### config.mk
export PLATFORM = sky130hd
export DESIGN_NAME = rr_arb_code
export DESIGN_NICKNAME = d
export VERILOG_FILES = /design/src/rtl/rr_arb_code.sv
export SDC_FILE = /design/constraint.sdc
export NUM_CORES = 1
export LEC_CHECK = 0
export BUFFER_PORTS_ARGS = -buffer_cell sky130_fd_sc_hd__buf_2
export CELL_PAD_IN_SITES_DETAIL_PLACEMENT = 1
export CELL_PAD_IN_SITES_GLOBAL_PLACEMENT = 1
export CORE_MARGIN = 4
export CORE_UTILIZATION = 44
export CTS_BUF_LIST = sky130_fd_sc_hd__clkbuf_4 sky130_fd_sc_hd__clkbuf_8 sky130_fd_sc_hd__clkbuf_16
export CTS_CLUSTER_DIAMETER = 120
export DETAILED_ROUTE_END_ITERATION = 6
export PLACE_DENSITY = 0.87
export REMOVE_ABC_BUFFERS = 1
export SETUP_SLACK_MARGIN = 0.05
export SLEW_MARGIN = 25
export SYNTH_ARGS = -nofsm -noshare
export SYNTH_HDL_FRONTEND = slang
export SYNTH_SLANG_ARGS = --single-unit
### constraint.sdc
create_clock -name clk -period 2.3 [get_ports clk]
set_input_delay 0.115 -clock clk [delete_from_list [all_inputs] [get_ports clk]]
set_output_delay 0.115 -clock clk [all_outputs]
set_load 0.05 [all_outputs]
### src/rtl/rr_arb_code.sv
// Four-requester round-robin arbiter producing {valid, idx[1:0]} for a 2-to-4 decoder.
// Each requester holds the grant for at most HOLD_MAX consecutive cycles while others wait.
// The released requester becomes lowest priority in the next search.
// Optional macro ARB_LOCK_EN adds a 'lock' input that suppresses the forced rotation.
// HOLD_MAX must be in 1..15, and 2**CNT_W must be greater than HOLD_MAX.
module rr_arb_code #(
  parameter int unsigned HOLD_MAX = 4,
  parameter int unsigned CNT_W    = 4
) (
  input  logic       clk,
  input  logic       rst,
  input  logic [3:0] req,
`ifdef ARB_LOCK_EN
  input  logic       lock,
`endif
  output logic [2:0] code,
  output logic       busy
);

  localparam int unsigned IDX_W = 2;
  localparam int unsigned NREQ  = 4;

  typedef enum logic {
    IDLE  = 1'b0,
    GRANT = 1'b1
  } state_t;

  state_t           state_q;
  logic [2:0]       code_q;
  logic             busy_q;
  logic [IDX_W-1:0] last_q;
  logic [CNT_W-1:0] hold_q;

  logic             lock_c;
  logic [IDX_W-1:0] g_c;
  logic [NREQ-1:0]  others_c;
  logic [IDX_W-1:0] idle_pick_c;
  logic [IDX_W-1:0] rel_pick_c;
  logic             hold_max_c;

  // First set request found scanning upward from 'start' with wrap-around.
  // Callers only use the result when 'r' is nonzero.
  function automatic logic [IDX_W-1:0] rr_pick(input logic [NREQ-1:0] r,
                                               input logic [IDX_W-1:0] start);
    logic [IDX_W-1:0] idx;
    logic [IDX_W-1:0] res;
    res = start;
    for (int k = NREQ - 1; k >= 0; k--) begin
      idx = start + IDX_W'(k);
      if (r[idx]) res = idx;
    end
    return res;
  endfunction

`ifdef ARB_LOCK_EN
  assign lock_c = lock;
`else
  assign lock_c = 1'b0;
`endif

  // Search candidates: from last+1 when idle, from g+1 excluding g when granted.
  assign g_c         = code_q[IDX_W-1:0];
  assign others_c    = req & ~(NREQ'(1) << g_c);
  assign idle_pick_c = rr_pick(req, last_q + IDX_W'(1));
  assign rel_pick_c  = rr_pick(others_c, g_c + IDX_W'(1));
  assign hold_max_c  = (hold_q == CNT_W'(HOLD_MAX));

  // Arbitration FSM with registered code/busy outputs.
  always_ff @(posedge clk or posedge rst) begin
    if (rst) begin
      state_q <= IDLE;
      code_q  <= 3'b000;
      busy_q  <= 1'b0;
      last_q  <= IDX_W'(NREQ - 1);
      hold_q  <= '0;
    end else begin
      case (state_q)
        IDLE: begin
          if (|req) begin
            state_q <= GRANT;
            code_q  <= {1'b1, idle_pick_c};
            busy_q  <= 1'b1;
            hold_q  <= CNT_W'(1);
          end else begin
            code_q  <= 3'b000;
            busy_q  <= 1'b0;
          end
        end
        GRANT: begin
          if (!req[g_c]) begin
            // Voluntary release: hand over on the same edge or go idle.
            last_q <= g_c;
            if (|req) begin
              code_q <= {1'b1, rel_pick_c};
              hold_q <= CNT_W'(1);
            end else begin
              state_q <= IDLE;
              code_q  <= 3'b000;
              busy_q  <= 1'b0;
              hold_q  <= '0;
            end
          end else if (hold_max_c) begin
            // Hold budget spent: rotate if someone waits, else stay saturated.
            if ((|others_c) && !lock_c) begin
              last_q <= g_c;
              code_q <= {1'b1, rel_pick_c};
              hold_q <= CNT_W'(1);
            end
          end else begin
            hold_q <= hold_q + CNT_W'(1);
          end
        end
        default: begin
          state_q <= IDLE;
          code_q  <= 3'b000;
          busy_q  <= 1'b0;
        end
      endcase
    end
  end

  assign code = code_q;
  assign busy = busy_q;

endmodule

# Word level (Yosys, flattened, before mapping)
# Index checks and enable logic that the tools add are counted.
# Widths: inputs -> output; s select.
[totals]
register_bits = 11
in_bits = 6
[op_classes]
addsub = 9
magnitude_cmp = 9
n_eq_ne = 9
shift = 1
mux = 47
bitwise = 3
n_reduce_logical = 6
[op_table]
columns = ["op", "n"]
rows = [
  ["$lt 2x3->1 const B", 9],
  ["$mux 2", 11],
  ["$bmux 1 s2", 9],
  ["$mux 4", 4],
  ["$mux 3", 5],
  ["$mux 1", 14],
  ["$add 2x1->2 const B", 4],
  ["$add 2x2->2 const B", 4],
  ["$ne 2x2->1 const B", 4],
  ["$pmux 4 s2", 1],
  ["$reduce_or 4->1", 2],
  ["$pmux 3 s2", 1],
  ["$reduce_and 2->1", 3],
  ["$add 4x1->4 const B", 1],
  ["$and 4x4->4", 1],
  ["$eq 4x3->1 const B", 1],
  ["$ne 4x3->1 const B", 1],
  ["$not 4->4", 1],
  ["$pmux 1 s2", 2],
  ["$shl 1x2->4 const A", 1],
  ["$ne 3x2->1 const B", 1],
  ["$ne 3x3->1 const B", 1],
  ["$reduce_and 3->1", 1],
  ["$ne 2x1->1 const B", 1],
  ["$not 1->1", 1],
]

# Longest topological paths before layout
# Gate-level depths: netlist of run 1.
[depth]
ltp_word = 13
ltp_mapped = 8
mapped_depth_nobuf = 7

# Worst setup path after synthesis of run 1
# No wires, ideal clock.
[synth_timing]
kind = "register to register"
startpoint = "reg code_q[0], in the netlist code[0]"
endpoint = "reg code_q[1], in the netlist code[1]"
setup_ns = 0.122
t_arrival_ns = 1.991
required_ns = 2.178
setup_slack_ns = 0.187
stages_incl_launch_ff = 9
period_less_slack_ns = 2.113
cell_sequence = "dfrtp_1 buf_6 inv_2 ha_1 inv_1 nor3_1 o2bb2ai_1 a221oi_2 a32o_1"
[synth_via]
elab_chain_cells = 13
elab_cells_between_ends = 30
[synth_lines]
columns = ["item", "line", "rtl"]
rows = [
  ["start, declared", "29", "logic [2:0] code_q;"],
  ["start signal, assigned", "81", "code_q <= {1'b1, idle_pick_c};"],
  ["start signal, assigned", "94", "code_q <= {1'b1, rel_pick_c};"],
  ["start signal, assigned", "106", "code_q <= {1'b1, rel_pick_c};"],
  ["branches (longest 13 deep; another with $add 2x1->2)", "--", ""],
]
# Several ways; the timed one is not identified. The select of a mux whose other input is x is not followed.
# A chain may end at the register's enable or synchronous reset.

# Final worst setup path of run 1
# Same ends and word-level chain as after synthesis.

==> results.md, run 1 <==
* 2570 µm — routed wire length
* 489 MHz — maximum clock frequency
* sky130_fd_sc_hd__dfrtp_1 — library cell with the highest instance count after synthesis
* 1 — maximum level of the CTS H-tree
* 1950 µm — DP HPWL
* reg -> reg — worst setup path category
* 0 — max-capacitance violation count
* sky130_fd_sc_hd__clkbuf_4 — cell at the root of the clock tree
* 27.1% — share of the yosys chip area belonging to registers
* 46.3% — starting density of the core
* 0.29 ns — clock latency on the worst-skew pair
* 131 — net count reported at finish
* 6.72% — relative area change from synthesis to final layout
* 1300 nW/µm² — total power divided by cell area
* sky130_fd_sc_hd__dfrtp_1 — cell taking the most area after synthesis
* 0 — number of enable-type register cells in the synthesized netlist
* 1.01 — final RePlAce weighted congestion
* 10 — I/O pin total
* 27.1% — share of layout cells above drive strength 1
* sky130_fd_sc_hd__dfrtp_1 — critical path's slowest cell
* 270 — filler cell count in the final layout
* in -> reg — classification of the worst-slack hold path
* 0 — antenna violations before repair
* 3 — CTS Buf Count
* 17 — number of placement rows
* 0 — Yosys warning total
* 3160 µm² — die area
* 56.2 µm — width of the chip
* 13 — maximum number of pins on one net before global-route repair
* 656 µm² — Multi-input gate area
* 2.23 ns — arrival time worst endpoint
* 8 — drt initial violations
* 0 — Final ANT Viol Nets
* 2.05 ns — post-route minimum period
* 9 — count of input and output buffers
* 0.469 nW — Pleak
* 4330 µm — global-route wire length before repair
* 0 — final hold violations
* 146 — count of non-filler cells in the finished layout
* 28.2% — fraction of power consumed by sequential logic
* 56.2 µm — die height
* 0.51 ns — delay contributed by the slowest stage of the critical path
* 2210 µm² — core region area
* 110 — synthesized netlist cell count
* 278 µm² — Sequential Area
* 0.25 ns — internal reg-to-reg setup slack
* 0.814 mV — Max rail drop VDD
* 1050 µm² — standard cell area after detailed placement
* sky130_fd_sc_hd__dfrtp_1 — Main synth FF type
* 9.30 µm² — Avg Cell Area, Syn
* 0 — fin. max-slew vios
* 11 — register bit count reported by yosys
* 869 — via count
* flop — sort of element at the end of the critical path
* 1090 µm² — final cell area excluding filler cells
* 61.9% — Comb pwr share
* 0 — number of inserted diodes
* 1020 µm² — Syn Std Cell Area
* inv_2 > ha_1 > inv_1 > nor3_1 > o2bb2ai_1 > a221oi_2 > a32o_1 — cells traversed along the worst timing path
* sky130_fd_sc_hd__dfrtp_1, sky130_fd_sc_hd__inv_1, sky130_fd_sc_hd__nand2_1, sky130_fd_sc_hd__ha_1, sky130_fd_sc_hd__o21ai_0 — cell types with the highest counts after synthesis
* 0 — overflow left after global routing
* done — TritonCTS clock tree
* 0.09 ns — post-CTS clock slew at the launch and capture registers of the worst setup and hold paths
* 22.0% — share of the synthesized area in the top cell type
* 49.5% — switch share
* 0.716 mW — cell-internal power
* 0 ns — Sum Neg Setup Slack
* 887 — number of global-route vias before repair
* 2.48 ns — data required time at the worst endpoint
* 52 — unique cell type count in the Yosys netlist
* 0.703 mW — net switching power figure
* 11 — number of clock sinks seen by CTS
* 0.457 ns — worst-margin pin slew
* 141 — Cells after DPL
* 0 — number of remaining DRC errors
* 4 — Pre-antenna DRT Iters
* no — setup repair after global routing missed its margin
* 5.95 — post-DR vias/cell
* 17.6 µm — WL per Instance
* 69.6% — normalized max-slew margin
* 10.0% — Clock power frac
* 0 — count of final setup violators
* 89.0% — final clock period utilization by the worst path
* finished clean — run status
* sky130_fd_sc_hd__dfrtp_1, sky130_fd_sc_hd__ha_1, sky130_fd_sc_hd__dfstp_2 — Synth area leaders
* 0 — post-CTS setup buffer count
* 2 — buffers from clock root to sink, at most
* 0 — post-CTS sizing
* 0.0160 ns — clock skew after layout
* 100% — async set or reset register ratio after synthesis
* flop — crit path launch type
* 17.6% — All-Layer GR Usage
* 9 — biggest fanout along the worst timing path
* 0.342 ns — Worst Hold Margin
==> power groups by stage <==
stage	Sequential, mW	Clock (mW)	Combinational [mW]
CTS	0.402	0.144	0.877
global route	0.417	0.156	0.967
finish	0.400	0.141	0.878
global placement	0.395	0	0.842
floorplan	0.461	0	0.599
detailed placement	0.405	0	0.874
==> sequential cells by signal, indices dropped and copies added, names as in the netlist <==
signal / cells
state_q: 1
busy: 1
last_q: 2
code: 3
hold_q: 4
==> area by class of cell <==
type                       instances  share of cell area (%)
clock buffer                       3                    2.06
sequential                        11                    25.4
inverter                           9                    3.09
timing repair buffer              11                    5.73
multi-input combinational         83                    60.0
tap                               28                    3.21
clock inverter                     1                   0.458
==> stage by stage <==
stage	power [mW]	setup WS (ns)	utilization, %
after floorplan	1.06	0.135	-
after global placement	1.24	0.429	47.7
after detailed placement	1.28	0.277	47.7
after CTS	1.42	0.257	49.4
after global routing	1.54	0.0913	49.4
final	1.42	0.254	49.4
==> routing by layer <==
metal  vias to the layer above  GRT usage, %  share of wire (%)
li1                        424             -                  -
met1                       425          22.2                 45
met2                        14          29.7                 51
met3                         6          2.78                2.0
met4                         0          6.78                2.0
met5                         -             0                  0
==> cells in the final DEF, fill, tap and decap left out, types with 3 or more instances in the layout <==
master,netlist,final
sky130_fd_sc_hd__a21oi_1,4,4
sky130_fd_sc_hd__a2bb2oi_1,3,3
sky130_fd_sc_hd__buf_2,1,9
sky130_fd_sc_hd__clkbuf_4,0,3
sky130_fd_sc_hd__dfrtp_1,9,9
sky130_fd_sc_hd__ha_1,6,6
sky130_fd_sc_hd__inv_1,8,8
sky130_fd_sc_hd__nand2_1,7,7
sky130_fd_sc_hd__nand2b_1,4,4
sky130_fd_sc_hd__nand3_1,3,3
sky130_fd_sc_hd__nor2_1,4,4
sky130_fd_sc_hd__nor3_1,4,4
sky130_fd_sc_hd__o21ai_0,6,6
sky130_fd_sc_hd__o21ai_1,3,3
sky130_fd_sc_hd__o31ai_1,3,3
==> kinds of logic (layout without fill, tap and decap cells) <==
logic type                 count (synthesis)  after routing  synth area share (%)
adders and majority gates                  6              6                  7.33
muxes                                      4              4                  6.11
and+or+nand+nor                           34             34                  20.3
AOI/OAI and AO/OA                         39             39                  30.3
DFF                                       11             11                  27.1
buffers and inverters                     16             24                  8.80
==> worst max-delay path, delay by kind of cell (launching register included) <==
kind,cells,cell delay [ns]
flip-flops,1,0.51
buffers and inverters,2,0.24
AND/OR/NAND/NOR,1,0.31
adder cells (fa/ha/maj),1,0.39
AO/OA/AOI/OAI,3,0.49
==> timing repair <==
action                                  4_1_cts  5_1_grt
endpoints found under the hold margin         9        0
endpoints found under the setup margin        0        0
hold buffers                                  1        0
==> worst paths after layout <==
check / cells past startpoint / to / from
max in group asynchronous: 3 / last_q[1] / rst
min reg2reg: 1 / busy / busy
max: 7 / code[1] / code[0]
min in group asynchronous: 3 / hold_q[3] / rst
max reg2reg: 7 / code[1] / code[0]
min: 3 / state_q / req[0]
No activity file was read; power rests on OpenSTA's default activity.
==> run 2, diff against run 1 <==
--- a/config.mk
+++ b/config.mk
@@ -8,7 +8,6 @@
 export BUFFER_PORTS_ARGS = -buffer_cell sky130_fd_sc_hd__buf_2
 export CELL_PAD_IN_SITES_DETAIL_PLACEMENT = 1
 export CELL_PAD_IN_SITES_GLOBAL_PLACEMENT = 1
-export CORE_MARGIN = 4
 export CORE_UTILIZATION = 44
 export CTS_BUF_LIST = sky130_fd_sc_hd__clkbuf_4 sky130_fd_sc_hd__clkbuf_8 sky130_fd_sc_hd__clkbuf_16
 export CTS_CLUSTER_DIAMETER = 120
==> constraint.sdc (replaced) <==
create_clock -name clk -period 2.35 [get_ports clk]
set_input_delay 0.1175 -clock clk [delete_from_list [all_inputs] [get_ports clk]]
set_output_delay 0.1175 -clock clk [all_outputs]
set_load 0.05 [all_outputs]
==> run 2 against run 1 <==
Net effect:
- maximum frequency is 1.4% lower
- count of clock-buffer cells in the layout is 1 higher
- worst setup slack better by 0.021 ns
- clock power is 4% higher
- sequential cell count stayed put
- sequential power hardly changed
- cell count is 0.68% lower
- worst hold slack better by 0.0062 ns
- combinational power is 6.4% lower
- largest cell class unchanged
==> results.md, run 2 (synthesis results as in run 1) <==
* finished clean — run status
* 11 — number of clock sinks seen by CTS
* 0 — antenna violations before repair
* 0.275 ns — final worst-path setup slack
* 9 — count of input and output buffers
* code[0] — source of the worst register-to-register timing path
* flop — sort of element at the end of the critical path
* 3 — CTS Buf Count
* hold_q — Most flops, register
* 34.7% — grt met2 use
* 0.348 ns — Worst Hold Margin
* 3.03% — met3 usage
* 0 — Final ANT Viol Nets
* 10.7% — Clock power frac
* 29.4% — fraction of power consumed by sequential logic
* 6.08 — post-DR vias/cell
* in -> reg — classification of the worst-slack hold path
* sky130_fd_sc_hd__dfrtp_1 — critical path's slowest cell
* req[0] — start point of the worst hold path
* 7 — cell count of the worst reg-to-reg path
* 10 — I/O pin total
* 0 — count of final setup violators
* 4 — Pre-antenna DRT Iters
* 17 — number of placement rows
* code[1] — capture point of the worst reg-to-reg path
* flop — crit path launch type
* 0 — number of inserted diodes
* 1 — hold bufs inserted after CTS
* 4 — Largest register FFs
* 21.4% — All-Layer GR Usage
* 0.07 ns — post-CTS clock slew at the launch and capture registers of the worst setup and hold paths
* 0 — max-capacitance violation count
* 1 — maximum level of the CTS H-tree
* 2.08 ns — post-route minimum period
* sky130_fd_sc_hd__clkbuf_4 — cell at the root of the clock tree
* 0 — number of remaining DRC errors
* 0.465 nW — Pleak
* 0 ns — Sum Neg Setup Slack
* 48.7% — switch share
* 130 — net count reported at finish
* 0 — final hold violations
* 1.37 mW — Pwr Total
* 0.860 — final RePlAce weighted congestion
* 2 — buffers from clock root to sink, at most
* 2.52 ns — data required time at the worst endpoint
* 3 — hold-critical path depth
* 13 — biggest fanout along the worst timing path
* 69.1% — normalized max-slew margin
* 482 MHz — maximum clock frequency
* 898 — number of global-route vias before repair
* 2520 µm² — die area
* 0.581 mV — Max rail drop VDD
* state_q — end point of the most critical hold path
* 88.3% — final clock period utilization by the worst path
* met2 — layer with the highest usage
* inv_2 > ha_1 > inv_1 > nor3_1 > o2bb2ai_1 > a221oi_2 > a32o_1 — cells traversed along the worst timing path
* 0.00224 ns — clock skew after layout
* 46.3% — starting density of the core
* 16.3 µm — WL per Instance
* 14 — maximum number of pins on one net before global-route repair
* no — setup repair after global routing missed its margin
* 0.703 mW — cell-internal power
* 50.2 µm — width of the chip
* flip-flops — family with the most delay on the worst path
* sky130_fd_sc_hd__dfrtp_1, sky130_fd_sc_hd__buf_2, sky130_fd_sc_hd__inv_1 — most frequent cells in the layout
* 1780 µm — DP HPWL
* 0.27 ns — internal reg-to-reg setup slack
* 0.668 mW — net switching power figure
* 0.296 ns — Place WS
* 6.23% — relative area change from synthesis to final layout
* 0 — overflow left after global routing
* 882 — via count
* 0.28 ns — clock latency on the worst-skew pair
* 0.463 ns — worst-margin pin slew
* done — TritonCTS clock tree
* 0.58 ns — delay contributed by the slowest stage of the critical path
* 0 — fin. max-slew vios
* 0 — post-CTS sizing
* 2210 µm² — core region area
* 2360 µm — routed wire length
* 50.2 µm — die height
* 2 — number of buffers and inverters on the critical path
* 59.9% — Comb pwr share
* 28.5% — grt met1 use
* 1260 nW/µm² — total power divided by cell area
* 26.5% — share of layout cells above drive strength 1
* 8 — drt initial violations
* 2.25 ns — arrival time worst endpoint
* 0 — post-CTS setup buffer count
* reg -> reg — worst setup path category
* 4080 µm — global-route wire length before repair
[run 2: worst max-delay path by stage]
| stage | endpoint | start | cells after the start | slack, ns |
|---|---|---|---|---|
| 6_report | code[1] | code[0] | 7 | 0.27 |
| 4_1_cts | code[1] | code[0] | 7 | 0.30 |
| 3_5_place_dp | code[1] | code[0] | 7 | 0.30 |
| 5_1_grt | code[1] | code[0] | 7 | 0.13 |
| 3_3_place_gp | code[1] | code[0] | 7 | 0.39 |
| 2_1_floorplan | code[1] | code[0] | 7 | 0.19 |
[run 2: final cells by class]
type / count / area [µm²]
Inverter: 9 / 33.8
Tap cell: 28 / 35.0
Timing Repair Buffer: 10 / 55.1
Clock buffer: 4 / 30.0
Multi-Input combinational cell: 83 / 656
Sequential cell: 11 / 278
Fill cell: 264 / 1120
[run 2: layer usage]
layer,part of all wire (%),vias up
li1,-,421
met2,48,15
met3,1.9,4
met5,0,-
met4,1.4,0
met1,48,442
[run 2: power by group through the flow]
stage          clock (mW)  combinational (mW)  sequential, mW
3_3_place_gp            0               0.787           0.396
2_1_floorplan           0               0.586           0.451
3_5_place_dp            0               0.821           0.406
6_report            0.147               0.822           0.403
5_1_grt             0.157               0.906           0.419
4_1_cts             0.150               0.825           0.402
[run 2: worst reg2reg max path: cells and delay by family (launching register included)]
family          cells  cell delay [ns]
simple gates        1             0.26
buf+inv             2             0.24
flops               1             0.58
fa+ha+maj           1             0.40
compound gates      3             0.48
[run 2: metrics by stage]
| step | area [µm²] | std cells | utilization, % |
|---|---|---|---|
| 3_3_place_gp | 1050 | 140 | 47.3 |
| 6_report | 1090 | 145 | 49.2 |
| 5_1_grt | 1090 | 145 | 49.2 |
| 3_5_place_dp | 1050 | 140 | 47.3 |
| 4_1_cts | 1090 | 145 | 49.2 |
| 2_1_floorplan | 967 | 103 | - |
==> run 3, diff against run 2 <==
--- a/config.mk
+++ b/config.mk
@@ -5,14 +5,16 @@
 export SDC_FILE = /design/constraint.sdc
 export NUM_CORES = 1
 export LEC_CHECK = 0
+export ABC_AREA = 1
 export BUFFER_PORTS_ARGS = -buffer_cell sky130_fd_sc_hd__buf_2
+export CAP_MARGIN = 20
 export CELL_PAD_IN_SITES_DETAIL_PLACEMENT = 1
 export CELL_PAD_IN_SITES_GLOBAL_PLACEMENT = 1
-export CORE_UTILIZATION = 44
+export CORE_UTILIZATION = 40
 export CTS_BUF_LIST = sky130_fd_sc_hd__clkbuf_4 sky130_fd_sc_hd__clkbuf_8 sky130_fd_sc_hd__clkbuf_16
 export CTS_CLUSTER_DIAMETER = 120
 export DETAILED_ROUTE_END_ITERATION = 6
-export PLACE_DENSITY = 0.87
+export PLACE_DENSITY = 0.88
 export REMOVE_ABC_BUFFERS = 1
 export SETUP_SLACK_MARGIN = 0.05
 export SLEW_MARGIN = 25
==> run 3 against run 2 <==
Net effect:
- global-route usage is 2.0 points higher
- utilization is 2.3 points lower
- clock skew is 0.0015 ns higher
- via count is 32% higher
- sequential share of layout area is 2.1 points lower
- combinational power is 65% higher
- register-to-register slack worse by 0.04 ns
- sequential cell count stayed put
==> results.md, run 3 <==
* flop — crit path launch type
* finished clean — run status
* code[0] — capture point of the worst reg-to-reg path
* 4 — Largest register FFs
* sky130_fd_sc_hd__nand2_1, sky130_fd_sc_hd__inv_1, sky130_fd_sc_hd__nand3_1, sky130_fd_sc_hd__o21ai_0, sky130_fd_sc_hd__nor2_1 — cell types with the highest counts after synthesis
* 5.17 — post-DR vias/cell
* 0 — max-capacitance violation count
* hold_q — Most flops, register
* 1146 — number of global-route vias before repair
* 225 — count of non-filler cells in the finished layout
* 372 — filler cell count in the final layout
* 0.662 nW — Pleak
* 0 — overflow left after global routing
* 0 — number of inserted diodes
* 46.9% — fin util
* 0.527 ns — worst-margin pin slew
* code[0] — source of the worst register-to-register timing path
* 0 — fin. max-slew vios
* 22 — unique cell type count in the Yosys netlist
* 9.74% — share of layout cells above drive strength 1
* 23.4% — All-Layer GR Usage
* 2370 µm — DP HPWL
* 17 — maximum number of pins on one net before global-route repair
* 0.00374 ns — clock skew after layout
* 54.0 µm — die height
* 0 — Final ANT Viol Nets
* 9 — count of input and output buffers
* 208 — net count reported at finish
* 2910 µm² — die area
* 0 ns — Sum Neg Setup Slack
* sky130_fd_sc_hd__nand2_1, sky130_fd_sc_hd__inv_1, sky130_fd_sc_hd__nand3_1 — most frequent cells in the layout
* 11 — number of clock sinks seen by CTS
* 2.29 ns — arrival time worst endpoint
* 0 — number of enable-type register cells in the synthesized netlist
* 2.52 ns — data required time at the worst endpoint
* 0.28 ns — clock latency on the worst-skew pair
* 0 — antenna violations before repair
* 1080 µm² — Syn Std Cell Area
* sky130_fd_sc_hd__nand2_1 — cell taking the most area after synthesis
* 0.939 mV — Max rail drop VDD
* 184 — synthesized netlist cell count
* 1 — maximum level of the CTS H-tree
* 9.37% — relative area change from synthesis to final layout
* 14 — cell count of the worst reg-to-reg path
* 0.237 ns — final worst-path setup slack
* 25.7% — share of the yosys chip area belonging to registers
* 89.9% — final clock period utilization by the worst path
* flop — sort of element at the end of the critical path
* 5.88 µm² — Avg Cell Area, Syn
* 11 — register bit count reported by yosys
* code[0] — worst setup path startpoint
* 2960 µm — routed wire length
* 0 — count of final setup violators
* 26 — drt initial violations
* 3 — CTS Buf Count
* 4 — Pre-antenna DRT Iters
* 0 — Yosys warning total
* 220 — Cells after DPL
* 18 — number of placement rows
* 64.6% — normalized max-slew margin
* sky130_fd_sc_hd__clkbuf_4 — cell at the root of the clock tree
* 0.07 ns — post-CTS clock slew at the launch and capture registers of the worst setup and hold paths
* reg -> reg — worst setup path category
* 2 — buffers from clock root to sink, at most
* 2.11 ns — post-route minimum period
* 1163 — via count
* 42.9% — starting density of the core
* 0 — post-CTS setup buffer count
* done — TritonCTS clock tree
* code[0] — termination of the worst setup path
* 13.1 µm — WL per Instance
* sky130_fd_sc_hd__nand2_1 — most common library cell in the layout ignoring fill and taps
* 2520 µm² — core region area
* in -> reg — classification of the worst-slack hold path
* sky130_fd_sc_hd__nand2_1, sky130_fd_sc_hd__dfrtp_1, sky130_fd_sc_hd__nand3_1 — Synth area leaders
* 0 — number of remaining DRC errors
* sky130_fd_sc_hd__nand2_1 — library cell with the highest instance count after synthesis
* 0.24 ns — internal reg-to-reg setup slack
* 1590 nW/µm² — total power divided by cell area
* no — setup repair after global routing missed its margin
* 54.0 µm — width of the chip
* 0 — final hold violations
* 10 — I/O pin total
* 0.276 ns — Place WS
* 100% — async set or reset register ratio after synthesis
* 25.0% — share of the synthesized area in the top cell type
* sky130_fd_sc_hd__dfrtp_1 — Main synth FF type
* 473 MHz — maximum clock frequency
* 12 — biggest fanout along the worst timing path
* 4860 µm — global-route wire length before repair
* 1.88 mW — Pwr Total
* 0.853 — final RePlAce weighted congestion
==> run 3: changes by cell type after synthesis, moves of 5 or more <==
| cell | previous run | this run |
|---|---|---|
| sky130_fd_sc_hd__inv_1 | 8 | 26 |
| sky130_fd_sc_hd__o21ai_0 | 6 | 11 |
| sky130_fd_sc_hd__nand2_1 | 7 | 72 |
| sky130_fd_sc_hd__nor2_1 | 4 | 10 |
| sky130_fd_sc_hd__nand3_1 | 3 | 23 |
==> run 3: timing repair <==
action                                  4_1_cts  5_1_grt
hold buffers                                  1        0
endpoints found under the setup margin        0        1
resized for setup                             0        1
hold endpoints to repair                      9        0
==> run 3: report_power, final <==
part | internal (mW) | total, mW | switching [mW]
Combinational | 0.443 | 1.36 | 0.920
Clock | 0.0633 | 0.130 | 0.0671
Sequential | 0.282 | 0.383 | 0.102
==> run 3: critical path, stage by stage (launching register included) <==
cell	delay [ns]
sky130_fd_sc_hd__dfrtp_1	0.38
sky130_fd_sc_hd__inv_1	0.26
sky130_fd_sc_hd__ha_1	0.35
sky130_fd_sc_hd__inv_1	0.15
sky130_fd_sc_hd__nand2_1	0.08
sky130_fd_sc_hd__nand2_1	0.15
sky130_fd_sc_hd__nand3_1	0.08
sky130_fd_sc_hd__o21ai_1	0.13
sky130_fd_sc_hd__nand2_1	0.10
sky130_fd_sc_hd__nand2_1	0.06
sky130_fd_sc_hd__nand2_1	0.04
sky130_fd_sc_hd__nand3_1	0.06
sky130_fd_sc_hd__nand2_1	0.05
sky130_fd_sc_hd__nand2_1	0.06
sky130_fd_sc_hd__nand2_1	0.05
==> run 3: logic make-up after synthesis <==
group | after synthesis | share of synthesized area (%)
buffers and inverters | 31 | 11.8
XOR/XNOR | 1 | 0.810
flip-flops | 11 | 25.7
adder cells (fa/ha/maj) | 6 | 6.94
AND/OR/NAND/NOR | 110 | 42.7
AO/OA/AOI/OAI | 25 | 12.0
==> run 3: cell type report <==
cell class	instances	area [µm²]	share of cell area, %
inverters	27	101	8.57
repair buffers	11	62.6	5.29
well taps	30	37.5	3.17
flip-flops and latches	11	278	23.5
multi-input cells	142	676	57.1
clock buffers	3	22.5	1.90
clock inverters	1	5.00	0.423
==> run 3: routing by layer <==
metal	GRT usage [%]	part of all wire, %	vias to the layer above
li1	-	-	604
met5	0	0	-
met1	29.4	49	544
met3	5.08	2.1	4
met4	3.85	0.88	0
met2	41.4	48	11
==> run 3: worst min path at each step <==
stage	start	endpoint	slack, ns	cells after the start
global route	req[1]	state_q	0.22	3
detailed placement	rst	state_q	0.13	2
CTS	req[1]	state_q	0.19	3
floorplan	rst	busy	-0.03	1
global placement	rst	busy	0.12	2
finish	req[1]	state_q	0.19	3
==> run 3: stage by stage <==
step	hold WS, ns	area [µm²]
after floorplan	-0.0315	1050
after global placement	0.121	1140
after detailed placement	0.133	1140
after CTS	0.185	1180
after global routing	0.220	1180
final	0.192	1180
